### config.mk
export PLATFORM = sky130hd
export DESIGN_NAME = mastermind_auto_guesser
export DESIGN_NICKNAME = d
export VERILOG_FILES = /design/src/rtl/mastermind_auto_guesser.sv
export SDC_FILE = /design/constraint.sdc
export NUM_CORES = 1
export LEC_CHECK = 0
export CAP_MARGIN = 20
export CORE_MARGIN = 5
export CORE_UTILIZATION = 50
export CTS_CLUSTER_DIAMETER = 120
export DETAILED_ROUTE_END_ITERATION = 8
export GPL_TIMING_DRIVEN = 0
export HOLD_SLACK_MARGIN = 0.03
export PLACE_DENSITY_LB_ADDON = 0.2
export SYNTH_ARGS = -nofsm -noshare
export SYNTH_HDL_FRONTEND = slang
export SYNTH_SLANG_ARGS = --single-unit
### constraint.sdc
create_clock -name CLOCK_50 -period 3.4 [get_ports CLOCK_50]
set_input_delay 0.51 -clock CLOCK_50 [delete_from_list [all_inputs] [get_ports CLOCK_50]]
set_output_delay 0.51 -clock CLOCK_50 [all_outputs]
set_load 0.01 [all_outputs]
### src/rtl/mastermind_auto_guesser.sv
// Automatic Mastermind codebreaker: walks an odometer over shapes 1..6, skips candidates that
// contain shapes ruled out by 0/0 feedback, and drives the game core's grade/feedback handshake.
module mastermind_auto_guesser #(
    parameter int TIMEOUT_CYCLES = 1024,
    parameter int GAP_CYCLES     = 4
) (
    input  logic        CLOCK_50,
    input  logic        reset,
    input  logic        start,
    input  logic        abort,
    input  logic [3:0]  znarly,
    input  logic [3:0]  zood,
    input  logic        fb_valid,
    input  logic        game_over,
    output logic [11:0] guess,
    output logic        grade_it,
    output logic        busy,
    output logic        solved,
    output logic        failed,
    output logic        timeout_err,
    output logic [7:0]  guess_count
);

    localparam int TW = $clog2(TIMEOUT_CYCLES + 1);
    localparam int GW = $clog2(GAP_CYCLES + 1);
    localparam logic [TW-1:0] WAIT_LAST  = TW'(TIMEOUT_CYCLES - 1);
    localparam logic [GW-1:0] GAP_LAST   = GW'(GAP_CYCLES - 1);
    localparam logic [11:0]   CAND_FIRST = 12'h249;
    localparam logic [11:0]   CAND_LAST  = 12'hDB6;

    typedef enum logic [2:0] {
        S_IDLE,
        S_SEARCH,
        S_ISSUE,
        S_WAIT,
        S_GAP,
        S_DONE_OK,
        S_DONE_FAIL,
        S_DONE_TO
    } state_t;

    state_t          state;
    state_t          nxt;
    logic [11:0]     cand;
    logic [5:0]      mask;
    logic [TW-1:0]   wait_timer;
    logic [GW-1:0]   gap_timer;
    logic            new_solve;
    logic            ld_issue;
    logic            inc_cand;
    logic            merge_mask;
    logic            admissible;
    logic [4:0]      fb_sum;

    // Slot0 is the least significant digit; each digit runs 1..6 and carries 6->1.
    function automatic logic [11:0] odo_inc(input logic [11:0] c);
        logic [11:0] r;
        logic        carry;
        r     = c;
        carry = 1'b1;
        for (int i = 0; i < 4; i++) begin
            if (carry) begin
                if (r[3*i +: 3] == 3'd6) begin
                    r[3*i +: 3] = 3'd1;
                end else begin
                    r[3*i +: 3] = r[3*i +: 3] + 3'd1;
                    carry       = 1'b0;
                end
            end
        end
        return r;
    endfunction

    // One bit per shape present in the pattern: bit k-1 for shape k.
    function automatic logic [5:0] shape_bits(input logic [11:0] g);
        logic [5:0] b;
        b = '0;
        for (int i = 0; i < 4; i++) begin
            for (int k = 1; k <= 6; k++) begin
                if (g[3*i +: 3] == k[2:0]) b[k-1] = 1'b1;
            end
        end
        return b;
    endfunction

    function automatic logic [7:0] sat_inc8(input logic [7:0] v);
        return (v == 8'hFF) ? v : v + 8'd1;
    endfunction

    assign admissible = ((shape_bits(cand) & mask) == 6'b0);
    assign fb_sum     = {1'b0, znarly} + {1'b0, zood};

    always_ff @(posedge CLOCK_50 or posedge reset) begin
        if (reset) state <= S_IDLE;
        else       state <= nxt;
    end

    always_comb begin
        nxt        = state;
        new_solve  = 1'b0;
        ld_issue   = 1'b0;
        inc_cand   = 1'b0;
        merge_mask = 1'b0;
        case (state)
            S_IDLE, S_DONE_OK, S_DONE_FAIL, S_DONE_TO: begin
                if (start) begin
                    new_solve = 1'b1;
                    nxt       = S_SEARCH;
                end
            end
            S_SEARCH: begin
                if (admissible) begin
                    ld_issue = 1'b1;
                    nxt      = S_ISSUE;
                end else if (cand != CAND_LAST) begin
                    inc_cand = 1'b1;
                end else begin
                    nxt = S_DONE_FAIL;
                end
            end
            S_ISSUE: nxt = S_WAIT;
            S_WAIT: begin
                if (fb_valid && znarly == 4'd4) begin
                    nxt = S_DONE_OK;
                end else if (fb_valid) begin
                    merge_mask = (fb_sum == 5'd0);
                    if (game_over || cand == CAND_LAST) begin
                        nxt = S_DONE_FAIL;
                    end else begin
                        inc_cand = 1'b1;
                        nxt      = S_GAP;
                    end
                end else if (game_over) begin
                    nxt = S_DONE_FAIL;
                end else if (wait_timer == WAIT_LAST) begin
                    nxt = S_DONE_TO;
                end
            end
            S_GAP: begin
                if (game_over)                   nxt = S_DONE_FAIL;
                else if (gap_timer == GAP_LAST)  nxt = S_SEARCH;
            end
            default: nxt = S_IDLE;
        endcase
        // abort wins over every transition and suppresses all datapath updates
        if (abort) begin
            nxt        = S_IDLE;
            new_solve  = 1'b0;
            ld_issue   = 1'b0;
            inc_cand   = 1'b0;
            merge_mask = 1'b0;
        end
    end

    always_comb begin
        grade_it    = (state == S_ISSUE);
        busy        = (state == S_SEARCH) || (state == S_ISSUE) ||
                      (state == S_WAIT)   || (state == S_GAP);
        solved      = (state == S_DONE_OK);
        failed      = (state == S_DONE_FAIL);
        timeout_err = (state == S_DONE_TO);
    end

    // Guess is loaded on the edge into ISSUE so it is already valid while grade_it is high.
    always_ff @(posedge CLOCK_50 or posedge reset) begin
        if (reset) begin
            cand        <= CAND_FIRST;
            guess       <= CAND_FIRST;
            mask        <= '0;
            guess_count <= '0;
        end else if (new_solve) begin
            cand        <= CAND_FIRST;
            mask        <= '0;
            guess_count <= '0;
        end else begin
            if (inc_cand)   cand <= odo_inc(cand);
            if (merge_mask) mask <= mask | shape_bits(guess);
            if (ld_issue) begin
                guess       <= cand;
                guess_count <= sat_inc8(guess_count);
            end
        end
    end

    always_ff @(posedge CLOCK_50 or posedge reset) begin
        if (reset) begin
            wait_timer <= '0;
            gap_timer  <= '0;
        end else begin
            if (state == S_ISSUE)     wait_timer <= '0;
            else if (state == S_WAIT) wait_timer <= wait_timer + TW'(1);
            if (state == S_GAP)       gap_timer  <= gap_timer + GW'(1);
            else                      gap_timer  <= '0;
        end
    end

endmodule
Word-level counts from Yosys, hierarchy flattened
Index checks and enable logic that the tools add are counted.
{"block": "word_totals", "word_cells": 225, "reg_bits": 55, "output_inout_bits": 25}
{"block": "classes", "n_eq_ne": 66, "bitwise_logic": 3, "n_mux": 116, "n_reduce_logical": 22, "n_addsub": 8}
{"operator": "$mux 1", "n": 86}
{"operator": "$eq 3x3->1 const B", "n": 28}
{"operator": "$eq 3x2->1 const B", "n": 19}
{"operator": "$mux 3", "n": 18}
{"operator": "$eq 3x1->1 const B", "n": 9}
{"operator": "$mux 12", "n": 2}
{"operator": "$mux 8", "n": 3}
{"operator": "$mux 11", "n": 2}
{"operator": "$add 3x1->3 const B", "n": 5}
{"operator": "$pmux 3 s5", "n": 1}
{"operator": "$reduce_bool 2->1", "n": 7}
{"operator": "$eq 12x12->1 const B", "n": 1}
{"operator": "$mux 6", "n": 2}
{"operator": "$ne 12x12->1 const B", "n": 1}
{"operator": "$add 11x1->11 const B", "n": 1}
{"operator": "$eq 11x10->1 const B", "n": 1}
{"operator": "$reduce_and 2->1", "n": 5}
{"operator": "$add 8x1->8 const B", "n": 1}
{"operator": "$eq 8x8->1 const B", "n": 1}
{"operator": "$ne 4x4->1 const B", "n": 2}
{"operator": "$and 6x6->6", "n": 1}
{"operator": "$logic_not 6->1", "n": 1}
{"operator": "$ne 6x6->1 const B", "n": 1}
{"operator": "$or 6x6->6", "n": 1}
{"operator": "13 further kinds", "n": 16}

Depth between registers and ports, before layout
Gate-level depths: netlist of run 1.
{"block": "depth", "ltp_word": 21, "mapped_depth": 11, "mapped_depth_nobuf": 9}

Least setup slack after synthesis of run 1
Ideal clock, no wire load.
{"block": "synth_path", "path_kind": "register -> register", "start": "reg cand[5]", "end": "reg guess[10]", "stages_incl_launch_ff": 10, "setup_ns": 0.125, "path_slack_ns": 0.730, "synth_period_minus_slack_ns": 2.670, "t_required_ns": 3.275, "arrival_ns": 2.545, "cell_sequence": "dfrtp_1 > clkbuf_1 > inv_1 > ha_1 > or4_1 > a22o_1 > a221o_2 > nor3_4 > buf_6 > mux2_2"}
{"block": "synth_between", "elab_chain_cells": 10}
{"element": "from (decl)", "line_no": "44", "source": "logic [11:0] cand;"}
{"element": "from (signal assigned)", "line_no": "176", "source": "if (inc_cand) cand <= odo_inc(cand);"}
{"element": "$eq 3x1->1 (tied with other cells)", "line_no": "80", "source": "if (g[3*i +: 3] == k[2:0]) b[k-1] = 1'b1;"}
{"element": "$mux 1 (3 in a row)", "line_no": "80"}
{"element": "$and 6x6->6 *", "line_no": "90", "source": "assign admissible = ((shape_bits(cand) & mask) == 6'b0);"}
{"element": "$logic_not 6->1 *", "line_no": "90"}
{"element": "$mux 1 *", "line_no": "112", "source": "if (admissible) begin"}
{"element": "$mux 1 *", "line_no": "104", "source": "case (state)"}
{"element": "$mux 1 *", "line_no": "146", "source": "if (abort) begin"}
{"element": "$reduce_and 2->1 (no source line) *"}
{"element": "to (signal assigned)", "line_no": "179", "source": "guess <= cand;"}
{"element": "to (decl)", "line_no": "15", "source": "output logic [11:0] guess,"}
Every way passes the cells marked *; elsewhere a longest branch is shown, timed or not.
A chain may end at the register's enable or synchronous reset.

Worst setup path in the final report of run 1
{"block": "layout_path", "start": "reg cand[5]", "end": "reg guess[8]"}
Same word-level chain as after synthesis.

==> results.json, run 1 <==
{
  "status": "complete, no violations",
  "internal_power_component_mw": 1.21,
  "root_buffer": "sky130_fd_sc_hd__clkbuf_8",
  "netlist_top_cells_area": "sky130_fd_sc_hd__dfrtp_1, sky130_fd_sc_hd__dfstp_2, sky130_fd_sc_hd__ha_1",
  "share_of_flip_flops_with_an_asynchronous_set_or_reset_after_synthesis_pct": 100,
  "routed_wl_mm": 8.01,
  "grt_remaining_overflow": 0,
  "clk_pin_slew_worst_paths_ns": 0.11,
  "dr_vias": 3016,
  "fin_skew_ns": 0.0129,
  "worstMarginPinSlew_ns": 0.796,
  "drc": 0,
  "timing_hold_violations_final": 0,
  "crit_path_max_fanout": 10,
  "synthDominantAreaCellType": "sky130_fd_sc_hd__dfrtp_1",
  "grt_max_degree": 30,
  "post_synth_mux_area_share_pct": 2.61,
  "switching_share_of_power_pct": 35.0,
  "place.gp.congestion": 0.873,
  "final.setup.worst_slack_ns": 0.358,
  "synth_xor_area_share_pct": 2.58,
  "finalMaxSlewViolations": 0,
  "yosys.cell_types.count": 61,
  "io_buffer_count": 38,
  "number_of_antenna_violations_at_the_first_check_in_global_routing": 0,
  "area.growth.synth_to_final_pct": 18.1,
  "worst-r2r-cell-count": 9,
  "netlist_area_um2": 3400,
  "coreArea_um2": 6720,
  "power.combinational.fraction_pct": 31.8,
  "pin_count": 39,
  "cp-start-kind": "flop",
  "power_density_nw_per_um2": 465,
  "ff2ff_setup_slack_ns": 0.36,
  "antenna-diode-count": 0,
  "numCtsBuffers": 5,
  "max_cap_violations": 0,
  "worstHoldPathType": "flop to flop",
  "htree_levels": 2,
  "critPathArrivalTime_ns": 3.26,
  "regToRegEndpoint": "guess[8]$_DFFE_PP0P_",
  "dp_slack_ns": 0.373,
  "die_height_um": 92.5,
  "floorplan.initialDensity_pct": 50.6,
  "clock_tree_from_tritoncts": "done",
  "peakVddDrop_v": 0.000317,
  "crit_type": "flop to flop",
  "yosys.area_share.simple_pct": 27.0,
  "cts-resized-gates": 0,
  "grt_met2_usage_pct": 34.3,
  "synth-compound-area-share_pct": 17.7,
  "synth_top_family_by_area": "simple AND/OR/NAND/NOR gates",
  "routedWlPerCell_um": 15.9,
  "cts_setup_buffers": 0,
  "synth-seq-area-share_pct": 40.8,
  "drt.antenna.violating_nets": 0,
  "post_cts_hold_buffer_count": 0,
  "synth_fa_ha_area_share_pct": 5.01,
  "timing.critical_path.to": "guess[8]$_DFFE_PP0P_",
  "final_cells": 503,
  "grt_util_all_layers_pct": 19.8,
  "critical_path.reg2reg.startpoint": "cand[5]$_DFFE_PP0P_",
  "timing.final.crit_period_ns": 3.04,
  "switching_power_mw": 0.653,
  "clock_power_share_pct": 24.7,
  "post_synth_inst_count": 376,
  "setup_viol": 0,
  "synth.avg_cell_area_um2": 9.04,
  "dpl.cell_count": 495,
  "fin_crit_sh_pct": 89.5,
  "synth_top_area_share_pct": 34.6,
  "avgViaCountPerCell": 6.00,
  "dp.final_hpwl_mm": 6.05,
  "cts_buffer_depth": 2,
  "syn_nets": 403,
  "timing.critical_path.from": "cand[5]$_DFFE_PP0P_",
  "die_w_um": 92.5,
  "busiest_layer": "met2",
  "finalPower_mw": 1.87,
  "fmax_mhz": 329,
  "dr.pass1.iters": 7,
  "synth.ff_latch_count": 55,
  "clock_latency_reported_for_the_late_side_of_the_worst_skew_pair_ns": 0.33,
  "clock_sink_count": 55,
  "synth-edff-count": 0,
  "critPathCaptureType": "flop",
  "groute.layer.met3.usage_pct": 3.57,
  "gr-usage-met1_pct": 24.8,
  "relSlewSlack_pct": 46.5,
  "yosys.cell_count.top_type": "sky130_fd_sc_hd__dfrtp_1",
  "total_negative_slack_ns": 0,
  "part_of_the_power_in_registers_pct": 43.5,
  "violation_count_after_the_first_detailed_route_iteration": 180,
  "die_footprint_um2": 8550,
  "finalNetCount": 449,
  "synth_common_cells": "sky130_fd_sc_hd__dfrtp_1, sky130_fd_sc_hd__nor2_1, sky130_fd_sc_hd__nand2_1",
  "grt_setup_unrepaired": "no",
  "postSynth.topFlopCell": "sky130_fd_sc_hd__dfrtp_1",
  "hold_ws_ns": 0.431,
  "required_ns": 3.62,
  "first_global_vias": 2843,
  "yosys_warnings": 0,
  "drive_gt1_share_pct": 9.93,
  "placementRows": 30,
  "grt_pass1_wl_mm": 13.6,
  "total_leakage_power_nw": 1.71
}
-- per-layer routing --
metal	share of wire (%)	up-vias
met4	1.5	0
met5	0	-
met1	43	1463
met3	4.7	15
li1	-	1467
met2	51	71
-- layout by cell type, fill, tap and decap left out, drive strengths merged, types with 4 or more instances in the layout --
cell,n
a21oi,28
and2,7
and3,7
buf,6
clkbuf,13
clkdlybuf4s50,38
dfrtp,47
dfstp,8
ha,12
inv,22
mux2,7
nand2,32
nand2b,9
nand3,13
nand3b,9
nand4,5
nor2,36
nor3,12
o211ai,4
o21ai,22
o31ai,5
or3,13
or4,4
xor2,7
-- how the worst min path moves through the flow --
stage	startpoint	end	depth (start not counted)
floorplan	gap_timer[0]$_DFF_PP0_	gap_timer[0]$_DFF_PP0_	1
global placement	gap_timer[0]$_DFF_PP0_	gap_timer[0]$_DFF_PP0_	1
detailed placement	gap_timer[0]$_DFF_PP0_	gap_timer[0]$_DFF_PP0_	1
CTS	gap_timer[0]$_DFF_PP0_	gap_timer[0]$_DFF_PP0_	1
global route	gap_timer[0]$_DFF_PP0_	gap_timer[0]$_DFF_PP0_	1
finish	gap_timer[0]$_DFF_PP0_	gap_timer[0]$_DFF_PP0_	1
-- critical path: stages (launching register included) --
cell	delay [ns]
sky130_fd_sc_hd__dfrtp_1	0.33
sky130_fd_sc_hd__clkbuf_1	0.31
sky130_fd_sc_hd__inv_1	0.08
sky130_fd_sc_hd__ha_1	0.21
sky130_fd_sc_hd__or4_1	0.55
sky130_fd_sc_hd__a22o_1	0.25
sky130_fd_sc_hd__a221o_2	0.41
sky130_fd_sc_hd__nor3_4	0.27
sky130_fd_sc_hd__buf_6	0.19
sky130_fd_sc_hd__mux2_2	0.34
-- logic make-up (layout without fill, tap and decap cells) --
group,count (synthesis),count (layout)
xor+xnor,10,10
simple gates,166,166
buf+inv,34,81
compound gates,90,90
mux,8,8
flops,55,55
fa+ha+maj,13,13
-- power by group through the flow --
stage          logic, mW  clock network, mW  registers, mW
6_report           0.593              0.461          0.813
5_1_grt            0.669              0.495          0.824
3_5_place_dp       0.596                  0          0.824
4_1_cts            0.599              0.471          0.812
2_1_floorplan      0.360                  0          0.824
3_3_place_gp       0.585                  0          0.822
-- metrics by stage --
step	utilization, %	cell area (um^2)
after floorplan	-	3400
after global placement	57.7	3880
final	59.8	4020
after detailed placement	58.0	3900
after CTS	59.8	4020
after global routing	59.8	4020
-- flip-flops by register name, indices dropped and copies added, names as in the netlist --
name	count
cand	12
gap_timer	3
guess	12
guess_count	8
mask	6
state	3
wait_timer	11
-- area by class of cell --
cell class                      instances  area, um^2
Timing Repair Buffer                   39         400
Multi-Input combinational cell        287        1870
Clock buffer                            5        68.8
Sequential cell                        55        1390
Buffer                                 13        67.6
Fill cell                             585        2700
Tap cell                               80         100
Inverter                               21        78.8
Clock inverter                          3        46.3
(Power assumes the default switching activity.)
==> run 2, diff against run 1 <==
Settings changed: HOLD_SLACK_MARGIN 0.03 to 0.15.
==> results of run 2 <==
Final layout, timing and power as in run 1 (identical DEF).
==> run 3, diff against run 2 <==
Settings changed: CELL_PAD_IN_SITES_DETAIL_PLACEMENT from default to 1, CELL_PAD_IN_SITES_GLOBAL_PLACEMENT from default to 1, CORE_MARGIN 5 to default, CORE_UTILIZATION 50 to 43.
==> run 3 against run 2 <==
  * Via count is 1.2% higher
  * Wire length is 16% higher
  * Register-to-register slack worse by 0.04 ns
  * First-iteration DRC count is 57% lower
  * Core utilization is 7.6 points lower
  * Non-clock buffer count stayed put
  * Critical path depth stayed put
  * Sequential share of layout area hardly changed
==> results.json, run 3 (same netlist as run 1, synthesis figures left out) <==
{
  "status": "complete, no violations",
  "cp-start-kind": "flop",
  "final_cells": 525,
  "fin_skew_ns": 0.0122,
  "worstMarginPinSlew_ns": 0.889,
  "critPathArrivalTime_ns": 3.28,
  "placementRows": 32,
  "die_footprint_um2": 8270,
  "first_global_vias": 3291,
  "max_cap_violations": 0,
  "filler_cell_count": 917,
  "cts_buffer_depth": 2,
  "clock_sink_count": 55,
  "drt.antenna.violating_nets": 0,
  "regToRegEndpoint": "guess[10]$_DFFE_PP0P_",
  "io_buffer_count": 38,
  "clk_pin_slew_worst_paths_ns": 0.10,
  "cts_setup_buffers": 0,
  "post_cts_hold_buffer_count": 0,
  "timing_hold_violations_final": 0,
  "final_instance_area_um2": 4010,
  "critPathCaptureType": "flop",
  "grt_pass1_wl_mm": 16.0,
  "min_to": "gap_timer[0]$_DFF_PP0_",
  "avgViaCountPerCell": 5.81,
  "timing.final.crit_period_ns": 3.08,
  "dp_slack_ns": 0.333,
  "relSlewSlack_pct": 40.3,
  "cts-resized-gates": 0,
  "routedWlPerCell_um": 17.7,
  "required_ns": 3.60,
  "total_negative_slack_ns": 0,
  "mostFrequentLayoutCells": "sky130_fd_sc_hd__dfrtp_1, sky130_fd_sc_hd__clkdlybuf4s50_1, sky130_fd_sc_hd__nor2_1",
  "root_buffer": "sky130_fd_sc_hd__clkbuf_8",
  "finalNetCount": 449,
  "crit_path_max_fanout": 10,
  "place.gp.congestion": 0.831,
  "grt_setup_unrepaired": "no",
  "pin_count": 39,
  "post_dp_cell_area_um2": 3930,
  "fin_crit_sh_pct": 90.6,
  "grt_met2_usage_pct": 43.6,
  "busiest_layer": "met2",
  "dp.final_hpwl_mm": 7.06,
  "final.setup.worst_slack_ns": 0.318,
  "numCtsBuffers": 5,
  "ff2ff_setup_slack_ns": 0.32,
  "floorplan.initialDensity_pct": 44.2,
  "drc": 0,
  "total_leakage_power_nw": 1.69,
  "critical_path.reg2reg.startpoint": "cand[5]$_DFFE_PP0P_",
  "dr.pass1.iters": 4,
  "area.growth.synth_to_final_pct": 18.0,
  "dpl.cell_count": 517,
  "die_w_um": 90.9,
  "coreArea_um2": 7690,
  "die_height_um": 90.9,
  "antenna-diode-count": 0,
  "htree_levels": 2,
  "clock_tree_from_tritoncts": "done",
  "routed_wl_mm": 9.29,
  "worst_hold_path.num_cells": 1,
  "largest_registers": "cand: 12 flops, guess: 12 flops, wait_timer: 11 flops",
  "power_density_nw_per_um2": 447,
  "finalMaxSlewViolations": 0,
  "gr-usage-met1_pct": 29.3,
  "drive_gt1_share_pct": 9.69,
  "worstHoldPathType": "flop to flop",
  "groute.layer.met3.usage_pct": 2.69,
  "violation_count_after_the_first_detailed_route_iteration": 78,
  "mostFrequentLayoutCell": "sky130_fd_sc_hd__dfrtp_1",
  "dr_vias": 3051,
  "fmax_mhz": 324,
  "setup_viol": 0,
  "peakVddDrop_v": 0.000261,
  "worst-r2r-cell-count": 9,
  "grt_remaining_overflow": 0,
  "grt_max_degree": 42,
  "grt_util_all_layers_pct": 23.8,
  "number_of_antenna_violations_at_the_first_check_in_global_routing": 0,
  "crit_type": "flop to flop",
  "clock_latency_reported_for_the_late_side_of_the_worst_skew_pair_ns": 0.31,
  "start_point_of_the_worst_hold_path": "gap_timer[0]$_DFF_PP0_"
}
run 3: final cells by class:
type | count | area, um^2 | area share [%]
Timing Repair Buffer | 39 | 400 | 9.98
Buffer | 13 | 67.6 | 1.68
Clock buffer | 6 | 72.6 | 1.81
Sequential cell | 55 | 1390 | 34.5
Inverter | 21 | 78.8 | 1.96
Multi-Input combinational cell | 287 | 1870 | 46.5
Tap cell | 102 | 128 | 3.18
Clock inverter | 2 | 12.5 | 0.312
run 3: how the worst max path moves through the flow:
stage	from	to	cells past startpoint
detailed placement	znarly[0]	mask[5]$_DFFE_PP0P_	9
floorplan	cand[5]$_DFFE_PP0P_	guess[10]$_DFFE_PP0P_	9
global route	state[1]$_DFFE_PP0P_	grade_it	4
finish	cand[5]$_DFFE_PP0P_	guess[10]$_DFFE_PP0P_	9
global placement	znarly[0]	mask[5]$_DFFE_PP0P_	9
CTS	cand[5]$_DFFE_PP0P_	guess[1]$_DFFE_PP0P_	9
run 3: power breakdown:
| part | total [mW] | leakage, nW | switching, mW | internal, mW |
|---|---|---|---|---|
| Clock | 0.366 | 0.0412 | 0.221 | 0.145 |
| Combinational | 0.616 | 0.914 | 0.359 | 0.257 |
| Sequential | 0.813 | 0.736 | 0.0778 | 0.735 |
run 3: per-layer routing:
metal	routed length, um	share of wire, %
met1	4000	43
met3	202	2.2
met5	0	0
met2	4900	53
met4	180	1.9
run 3: worst max-delay path, stage by stage, from the launching register on:
cell                       delay (ns)
sky130_fd_sc_hd__dfrtp_1         0.34
sky130_fd_sc_hd__clkbuf_1        0.34
sky130_fd_sc_hd__inv_1           0.09
sky130_fd_sc_hd__ha_1            0.22
sky130_fd_sc_hd__or4_1           0.52
sky130_fd_sc_hd__a22o_1          0.24
sky130_fd_sc_hd__a221o_2         0.41
sky130_fd_sc_hd__nor3_4          0.27
sky130_fd_sc_hd__buf_6           0.19
sky130_fd_sc_hd__mux2_2          0.34
run 3: through the flow:
stage / hold WS, ns / util [%] / power [mW]
after floorplan: 0.408 / - / 1.18
after global placement: 0.420 / 50.8 / 1.42
after detailed placement: 0.431 / 51.1 / 1.45
after CTS: 0.444 / 52.2 / 1.81
after global routing: 0.467 / 52.2 / 1.92
final: 0.440 / 52.2 / 1.79
